==> config.mk <==
export PLATFORM = sky130hd
export DESIGN_NAME = tm_clause_scheduler
export DESIGN_NICKNAME = d
export VERILOG_FILES = /design/src/rtl/tm_clause_scheduler.sv
export SDC_FILE = /design/constraint.sdc
export NUM_CORES = 1
export LEC_CHECK = 0
export CAP_MARGIN = 25
export CORE_MARGIN = 8
export CORE_UTILIZATION = 41
export DETAILED_ROUTE_END_ITERATION = 8
export PLACE_DENSITY = 0.86
export SYNTH_ARGS = -nofsm -noshare
export SYNTH_HDL_FRONTEND = slang
export SYNTH_SLANG_ARGS = --single-unit
export TNS_END_PERCENT = 5
==> constraint.sdc <==
create_clock -name clk -period 4.18 [get_ports clk]
set_input_delay 1.254 -clock clk [delete_from_list [all_inputs] [get_ports clk]]
set_output_delay 1.254 -clock clk [all_outputs]
set_load 0.05 [all_outputs]
==> src/rtl/tm_clause_scheduler.sv <==
// Time-multiplexed Tsetlin Machine clause evaluator: walks class/clause/chunk,
// fetches exclude bits one chunk at a time, accumulates signed class sums and reports the argmax.
module tm_clause_scheduler #(
    parameter int CHUNK_W     = 32,
    parameter int NUM_CHUNKS  = 4,
    parameter int NUM_CLAUSES = 16,
    parameter int NUM_CLASSES = 10,
    parameter int AW          = $clog2(NUM_CLASSES * NUM_CLAUSES * NUM_CHUNKS),
    parameter int SUM_W       = $clog2(NUM_CLAUSES) + 2,
    parameter int CLS_W       = (NUM_CLASSES > 1) ? $clog2(NUM_CLASSES) : 1
) (
    input  logic                          clk,
    input  logic                          rst,
    input  logic                          start,
    input  logic [CHUNK_W*NUM_CHUNKS-1:0] features,
    output logic                          busy,
    output logic                          ex_rd_en,
    output logic [AW-1:0]                 ex_rd_addr,
    input  logic [2*CHUNK_W-1:0]          ex_rd_data,
    output logic                          sum_valid,
    output logic [CLS_W-1:0]              sum_class,
    output logic signed [SUM_W-1:0]       sum_value,
    output logic                          done,
    output logic [CLS_W-1:0]              pred_class
);

    localparam int KW = (NUM_CHUNKS > 1) ? $clog2(NUM_CHUNKS) : 1;
    localparam int LW = $clog2(NUM_CLAUSES);

    typedef enum logic [2:0] {
        S_IDLE,
        S_READ,
        S_EVAL,
        S_ACCUM,
        S_CLASS_END,
        S_DONE
    } state_t;

    state_t                   state_q, state_d;
    logic [CLS_W-1:0]         class_q, class_d;
    logic [LW-1:0]            clause_q, clause_d;
    logic [KW-1:0]            chunk_q, chunk_d;
    logic                     acc_q, acc_d;
    logic signed [SUM_W-1:0]  sum_q, sum_d;
    logic signed [SUM_W-1:0]  max_q, max_d;
    logic [CLS_W-1:0]         max_idx_q, max_idx_d;
    logic [CLS_W-1:0]         pred_q, pred_d;

    logic [CHUNK_W-1:0] chunk_arr [NUM_CHUNKS];
    logic [CHUNK_W-1:0] f_chunk;
    logic [CHUNK_W-1:0] ex_pos;
    logic [CHUNK_W-1:0] ex_neg;
    logic               chunk_ok;
    logic               last_chunk;
    logic               last_clause;
    logic               last_class;
    logic               take_max;

    generate
        for (genvar gi = 0; gi < NUM_CHUNKS; gi++) begin : g_chunk
            assign chunk_arr[gi] = features[gi*CHUNK_W +: CHUNK_W];
        end
    endgenerate

    assign f_chunk  = chunk_arr[chunk_q];
    assign ex_pos   = ex_rd_data[2*CHUNK_W-1:CHUNK_W];
    assign ex_neg   = ex_rd_data[CHUNK_W-1:0];
    // A literal survives if it is excluded or its feature value satisfies it.
    assign chunk_ok = (&(ex_pos | f_chunk)) & (&(ex_neg | ~f_chunk));

    assign last_chunk  = (chunk_q == KW'(NUM_CHUNKS - 1));
    assign last_clause = (clause_q == LW'(NUM_CLAUSES - 1));
    assign last_class  = (class_q == CLS_W'(NUM_CLASSES - 1));
    // Class 0 always seeds the running max; later classes must be strictly larger.
    assign take_max    = (class_q == '0) || (sum_q > max_q);

    always_comb begin
        state_d   = state_q;
        class_d   = class_q;
        clause_d  = clause_q;
        chunk_d   = chunk_q;
        acc_d     = acc_q;
        sum_d     = sum_q;
        max_d     = max_q;
        max_idx_d = max_idx_q;
        pred_d    = pred_q;
        case (state_q)
            S_IDLE: begin
                if (start) begin
                    class_d   = '0;
                    clause_d  = '0;
                    chunk_d   = '0;
                    sum_d     = '0;
                    max_d     = '0;
                    max_idx_d = '0;
                    state_d   = S_READ;
                end
            end
            S_READ: begin
                state_d = S_EVAL;
            end
            S_EVAL: begin
                acc_d = ((chunk_q == '0) ? 1'b1 : acc_q) & chunk_ok;
                if (!chunk_ok || last_chunk) begin
                    state_d = S_ACCUM;
                end else begin
                    chunk_d = chunk_q + KW'(1);
                    state_d = S_READ;
                end
            end
            S_ACCUM: begin
                if (acc_q) begin
                    sum_d = clause_q[0] ? (sum_q - SUM_W'(1)) : (sum_q + SUM_W'(1));
                end
                chunk_d = '0;
                if (last_clause) begin
                    state_d = S_CLASS_END;
                end else begin
                    clause_d = clause_q + LW'(1);
                    state_d  = S_READ;
                end
            end
            S_CLASS_END: begin
                if (take_max) begin
                    max_d     = sum_q;
                    max_idx_d = class_q;
                end
                sum_d    = '0;
                clause_d = '0;
                if (last_class) begin
                    pred_d  = take_max ? class_q : max_idx_q;
                    state_d = S_DONE;
                end else begin
                    class_d = class_q + CLS_W'(1);
                    state_d = S_READ;
                end
            end
            S_DONE: begin
                state_d = S_IDLE;
            end
            default: begin
                state_d = S_IDLE;
            end
        endcase
    end

    always_ff @(posedge clk) begin
        if (rst) begin
            state_q   <= S_IDLE;
            class_q   <= '0;
            clause_q  <= '0;
            chunk_q   <= '0;
            acc_q     <= 1'b0;
            sum_q     <= '0;
            max_q     <= '0;
            max_idx_q <= '0;
            pred_q    <= '0;
        end else begin
            state_q   <= state_d;
            class_q   <= class_d;
            clause_q  <= clause_d;
            chunk_q   <= chunk_d;
            acc_q     <= acc_d;
            sum_q     <= sum_d;
            max_q     <= max_d;
            max_idx_q <= max_idx_d;
            pred_q    <= pred_d;
        end
    end

    assign busy       = (state_q != S_IDLE);
    assign ex_rd_en   = (state_q == S_READ);
    assign ex_rd_addr = (AW'(class_q) * AW'(NUM_CLAUSES) + AW'(clause_q)) * AW'(NUM_CHUNKS)
                        + AW'(chunk_q);
    assign sum_valid  = (state_q == S_CLASS_END);
    assign sum_class  = class_q;
    assign sum_value  = sum_q;
    assign done       = (state_q == S_DONE);
    assign pred_class = pred_q;

endmodule
---- Yosys cells after proc, flatten, opt, wreduce, memory -nomap -nowiden ----
Index checks and enable logic that the tools add are counted.
operators by class
  add/subtract/negate cells ............... 7
  order comparisons ....................... 2
  eq/ne operators ......................... 14
  multiplexer cells ....................... 25
  bitwise gates (word level) .............. 6
  reduce and logical (&&, ||, !) cells .... 19
operator list
  operator                                              number
  binary-select mux 32 bit (select 2 bit)               1
  two-way mux 32 bit                                    2
  bitwise OR 32 bit                                     2
  AND reduction 32 bit                                  2
  inverter 32 bit                                       1
  two-way mux 6 bit                                     4
  one-hot mux 6 bit (3 select lines)                    1
  two-way mux 4 bit                                     4
  one-hot mux 4 bit (2 select lines)                    2
  one-hot mux 3 bit (5 select lines)                    1
  AND reduction 3 bit                                   5
  one-hot mux 4 bit (3 select lines)                    1
  one-hot mux 6 bit (2 select lines)                    1
  adder 10 x 2 -> 10 bit                                1
  != test 2 bit (second input constant)                 5
  two-way mux 3 bit                                     3
  nonzero test 3 bit                                    3
  adder 4 x 1 -> 4 bit (second input constant)          2
  adder 8 x 4 -> 8 bit                                  1
  equality test 4 bit (second input constant)           2
  adder 6 x 2 -> 6 bit (second input constant)          1
  equality test 3 x 2 -> 1 bit (second input constant)  2
  equality test 3 bit (second input constant)           2
  > comparator 6 bit                                    1
  18 further kinds                                      23
word-level totals
  flip-flop bits (word level) ............. 34
  input bits .............................. 195
  output and inout bits ................... 28
  word-level logic and storage cells ...... 82

---- Longest topological paths before layout ----
Gate-level depths: netlist of run 1.
  depth after elaboration ................. 12
  depth in mapped cells ................... 11
  depth with buffers taken out ............ 10

---- Worst setup path before layout of run 1 ----
Ideal clock, no wire load.
  kind .................................... in2reg
  start ................................... input features[41]
  end ..................................... register chunk_q[0]
  library setup time ...................... 0.079 ns
  arrival time ............................ 2.950 ns
  required time ........................... 4.101 ns
  slack ................................... 1.151 ns
  cell stages on the path ................. 8
  path buffers ............................ 0
  path through ............................ mux4_1 nor2b_1 a2111oi_4 o2111ai_1 nor4_2 and4_1 a21oi_1 a211oi_2
between the ends
  longest elaborated chain between the ends .. 11
  elaborated cells between the ends (all ways) .. 13
  classes of those cells .................. eq/ne (1); mux (3); bitwise (4); reduce/logical (5)
ends and longest elaborated chain
  what                                                     RTL line  RTL
  start: declaration                                       15        input logic [CHUNK_W*NUM_CHUNKS-1:0] features,
  binary-select mux 32 bit (select 2 bit) *                65        assign f_chunk = chunk_arr[chunk_q];
  two-way mux 32 bit (implied by the code) * (2 in a row)  65
  inverter 32 bit                                          69        assign chunk_ok = (&(ex_pos | f_chunk)) & (&(ex_neg | ~f_chunk));
  bitwise OR 32 bit                                        69
  AND reduction 32 bit                                     69
  bitwise AND 1 bit *                                      69
  logical NOT 1 bit *                                      104       if (!chunk_ok || last_chunk) begin
  logical OR 1 bit *                                       104
  != test 2 bit (no source line) *                         n/a
  AND reduction 3 bit (no source line) *                   n/a
  end signal: assignment                                   162       chunk_q <= chunk_d;
  end: declaration                                         42        logic [KW-1:0] chunk_q, chunk_d;
Every way passes the cells marked *; elsewhere a longest branch is shown, timed or not. The select of a mux whose other input is x is not followed.
A chain may end at the register's enable or synchronous reset.

---- Worst setup path in the final report of run 1 ----
  start ................................... input features[83]
  end ..................................... register chunk_q[0]
Same word-level chain as after synthesis.

==> impl_metrics.ini, run 1 <==
[timing]
worst_clock_skew_ns = 0.00507
slew_viol_final = 0
setup_violations = 0
worstMarginPinSlew_ns = 0.804
tns_ns = 0
fmax_ghz = 0.287
slew-limit-headroom = 0.460
grt_setup_unrepaired = false
fin_crit_sh = 0.835
fin_ws_ns = 0.691
finalHoldViolations = 0
period_minus_slack_ns = 3.49

[setup_path]
critPathMaxFanout = 3
r2r_cells = 8
crit_start = features[83]
cp_common_cell = a21oi_1
max_stage_delay_ns = 0.53
critPathRequiredTime_ns = 4.39
crit_family = compound AO/OA/AOI/OAI gates
cp_num_buf_inv = 1
critPathKind = input port to flop
cp.arrival_ns = 3.70
crit_chain = clkdlybuf4s50_1, mux4_1, mux2i_1, a21oi_1, o2111ai_2, nor4_2, and4_1, a21oi_1, a211oi_2
rrSetupSlack_ns = 1.13
slowest_stage = mux4_1
worst_setup_path_start_kind = input port
rr_startpoint = chunk_q[0]$_SDFFE_PP0P_
r2r_end = chunk_q[0]$_SDFFE_PP0P_
endpoint_kind = flop

[clocking]
cts.path.max_buffers = 2
numCtsBuffers = 5
cts-root-buf = clkbuf_8
postCtsSetupRepairBufs = 0
cts_hold_buf = 0
cts.clk_slew.worst_paths_ns = 0.07
cts_tree = done
clk_latency_ns = 0.29
cts.sinks = 34
cts_resized = 0
htreeDepth = 2

[grt]
grt_pass1_vias = 4338
grt_usage = 0.265
grt_overflow = 0
antenna_found_initial = 2
grt_max_degree = 35
grt_pass1_wl_um = 24000

[drt]
ant_nets = 0
wl_um = 16500
via_per_inst = 5.77
remaining_drc_errors = 0
route.detailed.wl_per_inst_um = 22.4
vias = 4246
drtIter0Drc = 261
firstDrtPassIters = 5

[yosys]
synth_top_area_frac = 0.193
synth_edf_count = 0
yosysTopAreaCell = dfxtp_1
synth_ff_type = dfxtp_1
synth_cells = 413
synth_area_um2 = 3530
synthesis.nets = 625
postSynthAreaPerCell_um2 = 8.54
yosysWarnings = 0
ys_seq_elements = 34
synth_area_leaders = dfxtp_1 19%, mux2i_1 14%, ha_1 5.7%, mux2_2 5.4%, nor2_1 5.2%
async_reset_ff_frac = 0
yosysSeqAreaShare = 0.193
yosysUniqueCellTypes = 64

[floorplan]
io_pins = 223
die-area_um2 = 11800
core_um2 = 8510
die_y_um = 109
fp-row-count = 34
start_util = 0.414
fp.dieW_um = 109

[layout]
final_cell_mix = 222 x clkdlybuf4s50_1, 51 x mux2i_1, 49 x nor2_1
n_fill_cell = 702
final_common_cell = clkdlybuf4s50_1
syn_to_final_growth_pct = 66.8
postLayoutCellArea_um2 = 5880
final_util = 0.691
fin_nets = 838
multi_input_area_um2 = 2550
regArea_um2 = 684
drive_gt1_frac = 0.0735

[power]
p_comb_frac = 0.382
clkPwrFrac = 0.261
p_int_uw = 682
totalPowerFinal_uw = 935
static-leakage-power_nw = 2.22
p_seq_frac = 0.357
peakVddDrop_mv = 0.206
swShare = 0.270
power_switching_uw = 253
p_per_area_nw_per_um2 = 159

[placed_design]
pre_cts_ws_ns = 0.404
placed_cell_area_um2 = 5790
port_buffers = 222
finalWeightedCongestion = 0.946
hpwl_um = 13900

[worst_hold_path]
hp-class = flop to flop
min_from = max_idx_q[2]$_SDFFE_PP0P_
min_path_cells = 1
min_to = max_idx_q[2]$_SDFFE_PP0P_

[flow_run]
cap_violations = 0

[outcome]
status = complete, no violations
-- cell type report --
| type | instances | area share |
|---|---|---|
| Multi-Input combinational cell | 320 | 0.433 |
| Timing Repair Buffer | 227 | 0.388 |
| Sequential cell | 34 | 0.116 |
| Inverter | 38 | 0.0243 |
| Tap cell | 108 | 0.0230 |
| Clock buffer | 7 | 0.0147 |
| Antenna cell | 2 | 0.000851 |
-- through the flow --
stage / hold WS, ns / instances
detailed placement: 0.457 / 726
global placement: 0.460 / 726
global route: 0.511 / 736
finish: 0.479 / 736
CTS: 0.479 / 733
floorplan: 0.438 / 413
-- cell usage after synthesis (all sizes together) (2+ instances only) --
master	count
a21oi	24
and3	2
buf	15
o21a	2
mux2i	52
a211oi	4
a22oi	7
nor4b	2
nor3	12
xor2	5
a221oi	3
mux4	11
nand4	3
o21ai	17
a311oi	2
a2111oi	4
o22ai	11
nand3	7
o221ai	4
nand2b	2
xnor2	3
clkbuf	6
nand4b	2
dfxtp	34
inv	38
nand2	19
nor2	50
a22o	4
ha	16
o2111ai	3
mux2	18
nor2b	7
nor4	3
o2bb2ai	3
-- flip-flops by register name, indices dropped and copies added (netlist names) --
register / flops
max_q: 6
sum_value: 6
clause_q: 4
max_idx_q: 4
pred_class: 4
sum_class: 4
state_q: 3
chunk_q: 2
acc_q: 1
-- worst max path at each step --
stage / to / slack [ns] / cells after the start
after floorplan: chunk_q[0]$_SDFFE_PP0P_ / 1.15 / 8
after global placement: chunk_q[0]$_SDFFE_PP0P_ / 0.53 / 9
after detailed placement: chunk_q[0]$_SDFFE_PP0P_ / 0.40 / 9
after CTS: chunk_q[0]$_SDFFE_PP0P_ / 0.69 / 9
after global routing: chunk_q[0]$_SDFFE_PP0P_ / 0.59 / 9
final: chunk_q[0]$_SDFFE_PP0P_ / 0.69 / 9
-- power by group through the flow --
stage               registers [mW]  logic (mW)  clock network, mW
finish                       0.334       0.358              0.244
global route                 0.334       0.378              0.262
CTS                          0.333       0.354              0.247
detailed placement           0.341       0.352                  0
global placement             0.341       0.342                  0
floorplan                    0.339       0.122                  0
-- kinds of logic (layout without fill, tap and decap cells) --
logic type,after synthesis,after routing,synth area share
adders and majority gates,17,17,0.0625
and+or+nand+nor,118,118,0.165
muxes,81,81,0.284
buffers and inverters,59,272,0.0848
DFF,34,34,0.193
xor gates and xnor gates,8,8,0.0199
AOI/OAI and AO/OA,96,96,0.191
other,0,2,0
-- layer usage --
metal	GRT usage	wire [µm]	vias up
met2	0.494	8600	240
met5	0	0	-
met3	0.0792	1590	52
met1	0.262	5610	1998
li1	-	-	1956
met4	0.126	716	0
Power figures use the tool's default switching activity.
==> inputs of run 2 (changes only) <==
--- a/config.mk
+++ b/config.mk
@@ -7,9 +7,9 @@
 export LEC_CHECK = 0
 export CAP_MARGIN = 25
 export CORE_MARGIN = 8
-export CORE_UTILIZATION = 41
+export CORE_UTILIZATION = 34
 export DETAILED_ROUTE_END_ITERATION = 8
-export PLACE_DENSITY = 0.86
+export PLACE_DENSITY = 0.75
 export SYNTH_ARGS = -nofsm -noshare
 export SYNTH_HDL_FRONTEND = slang
 export SYNTH_SLANG_ARGS = --single-unit
==> constraint.sdc (replaced) <==
create_clock -name clk -period 3.15 [get_ports clk]
set_input_delay 0.945 -clock clk [delete_from_list [all_inputs] [get_ports clk]]
set_output_delay 0.945 -clock clk [all_outputs]
set_load 0.05 [all_outputs]
==> run 2 against run 1 <==
- hold slack worse by 0.00069 ns
- die area up 17%
- sequential cell count stayed put
- clock-buffer cell count is 2 lower
- register-to-register slack got worse by 0.74 ns
- largest cell class unchanged
- critical path type unchanged
- non-clock buffer count rose by 21
- via count is 1.1% lower
- global-route usage down 3.2 points
- clock power is 25% higher
- combinational power rose by 35%
- final cell count grew 6.8%
==> impl_metrics.ini, run 2 (synthesized netlist as in run 1, its figures left out) <==
[outcome]
status = complete, no violations

[timing]
fin_crit_sh = 0.961
worst_clock_skew_ns = 0.00479
fmax_ghz = 0.331
worstMarginPinSlew_ns = 0.614
slew-limit-headroom = 0.587
finalHoldViolations = 0
setup_violations = 0
period_minus_slack_ns = 3.03
grt_setup_unrepaired = false
tns_ns = 0
slew_viol_final = 0

[drt]
remaining_drc_errors = 0
drtIter0Drc = 289
wl_um = 16900
vias = 4199
route.detailed.wl_per_inst_um = 21.5
via_per_inst = 5.34
firstDrtPassIters = 5
ant_nets = 0

[layout]
multi_input_area_um2 = 2550
final_cell_mix = 220 x clkdlybuf4s50_1, 51 x mux2i_1, 49 x nor2_1
drive_gt1_frac = 0.110
stdcell_count = 786
postLayoutCellArea_um2 = 6070
syn_to_final_growth_pct = 72.2
regArea_um2 = 684
final_common_cell = clkdlybuf4s50_1
n_fill_cell = 902
fin_nets = 859

[grt]
grt_overflow = 0
grt_max_degree = 28
grt_pass1_wl_um = 25400
antenna_found_initial = 3
grt_usage = 0.233
grt_pass1_vias = 4330

[floorplan]
io_pins = 223
core_um2 = 10200
start_util = 0.346
die_y_um = 118
fp-row-count = 37
die-area_um2 = 13900
fp.dieW_um = 118

[setup_path]
r2r_cells = 9
r2r_end = chunk_q[0]$_SDFFE_PP0P_
endpoint_kind = flop
cp.arrival_ns = 3.19
critPathKind = input port to flop
cp-endpoint = chunk_q[0]$_SDFFE_PP0P_
rrSetupSlack_ns = 0.39
worst_setup_path_start_kind = input port
critPathRequiredTime_ns = 3.32
rr_startpoint = chunk_q[1]$_SDFFE_PP0P_
crit_start = features[87]
critPathMaxFanout = 3

[clocking]
postCtsSetupRepairBufs = 0
cts_hold_buf = 0
cts.path.max_buffers = 2
cts_tree = done
cts.clk_slew.worst_paths_ns = 0.07
cts.sinks = 34
htreeDepth = 2
cts-root-buf = clkbuf_8
numCtsBuffers = 5
clk_latency_ns = 0.29
cts_resized = 0

[power]
static-leakage-power_nw = 2.33
peakVddDrop_mv = 0.267
p_per_area_nw_per_um2 = 203

[placed_design]
placed_cells = 776
hpwl_um = 14400
placed_cell_area_um2 = 5980
port_buffers = 222
finalWeightedCongestion = 0.938

[worst_hold_path]
hp-class = flop to flop

[flow_run]
cap_violations = 0
[run 2: changes by cell type in the layout (fill, tap and decap cells not counted)]
cell	before	now
clkinv_2	0	2
buf_2	1	0
clkdlybuf4s50_1	222	220
a22oi_2	0	1
a22oi_1	7	6
a2111oi_1	0	1
clkbuf_1	1	0
clkbuf_8	6	5
diode_2	2	3
buf_4	2	26
a2111oi_0	3	2
[run 2: cell type report]
cell class	count	area share
antenna	3	0.00124
inverter	38	0.0235
multi-input combinational	320	0.420
tap	136	0.0280
sequential	34	0.113
clock inverter	2	0.00165
clock buffer	5	0.0113
timing repair buffer	248	0.401
[run 2: where the power goes]
group          internal, mW  leakage [nW]  switching, mW  total [mW]
logic                 0.308          2.01          0.177       0.485
registers             0.434         0.275        0.00902       0.443
clock network         0.148        0.0438          0.157       0.305
total                 0.890          2.33          0.343        1.23
[run 2: metal layers]
metal / vias up / part of all wire / GRT usage
met5: - / 0 / 0
met4: 0 / 0.028 / 0.0929
met3: 30 / 0.072 / 0.0576
met2: 199 / 0.50 / 0.417
met1: 1969 / 0.40 / 0.258
li1: 2001 / - / -
[run 2: critical path, cell delays in order]
cell             delay (ns)
clkdlybuf4s50_1        0.40
mux2_2                 0.28
nor2b_1                0.14
a2111oi_1              0.47
o22ai_1                0.21
nor4b_2                0.30
a21boi_0               0.19
nor2_1                 0.17
a211oi_2               0.08
[run 2: how the worst min path moves through the flow]
stage | start | end | slack [ns] | cells after the start
6_report | max_idx_q[2]$_SDFFE_PP0P_ | max_idx_q[2]$_SDFFE_PP0P_ | 0.48 | 1
4_1_cts | max_idx_q[3]$_SDFFE_PP0P_ | max_idx_q[3]$_SDFFE_PP0P_ | 0.48 | 1
3_5_place_dp | max_idx_q[2]$_SDFFE_PP0P_ | max_idx_q[2]$_SDFFE_PP0P_ | 0.46 | 1
3_3_place_gp | max_idx_q[2]$_SDFFE_PP0P_ | max_idx_q[2]$_SDFFE_PP0P_ | 0.45 | 1
5_1_grt | max_idx_q[0]$_SDFFE_PP0P_ | max_idx_q[0]$_SDFFE_PP0P_ | 0.50 | 1
2_1_floorplan | max_idx_q[2]$_SDFFE_PP0P_ | max_idx_q[2]$_SDFFE_PP0P_ | 0.44 | 1
[run 2: per-stage QoR]
stage	power, mW	hold slack (ns)	setup slack, ns	utilization
after floorplan	0.612	0.438	0.410	-
after global placement	0.926	0.453	-0.224	0.587
after detailed placement	0.930	0.459	-0.264	0.587
after CTS	1.24	0.481	0.0151	0.595
after global routing	1.29	0.503	0.0113	0.596
final	1.23	0.478	0.124	0.596
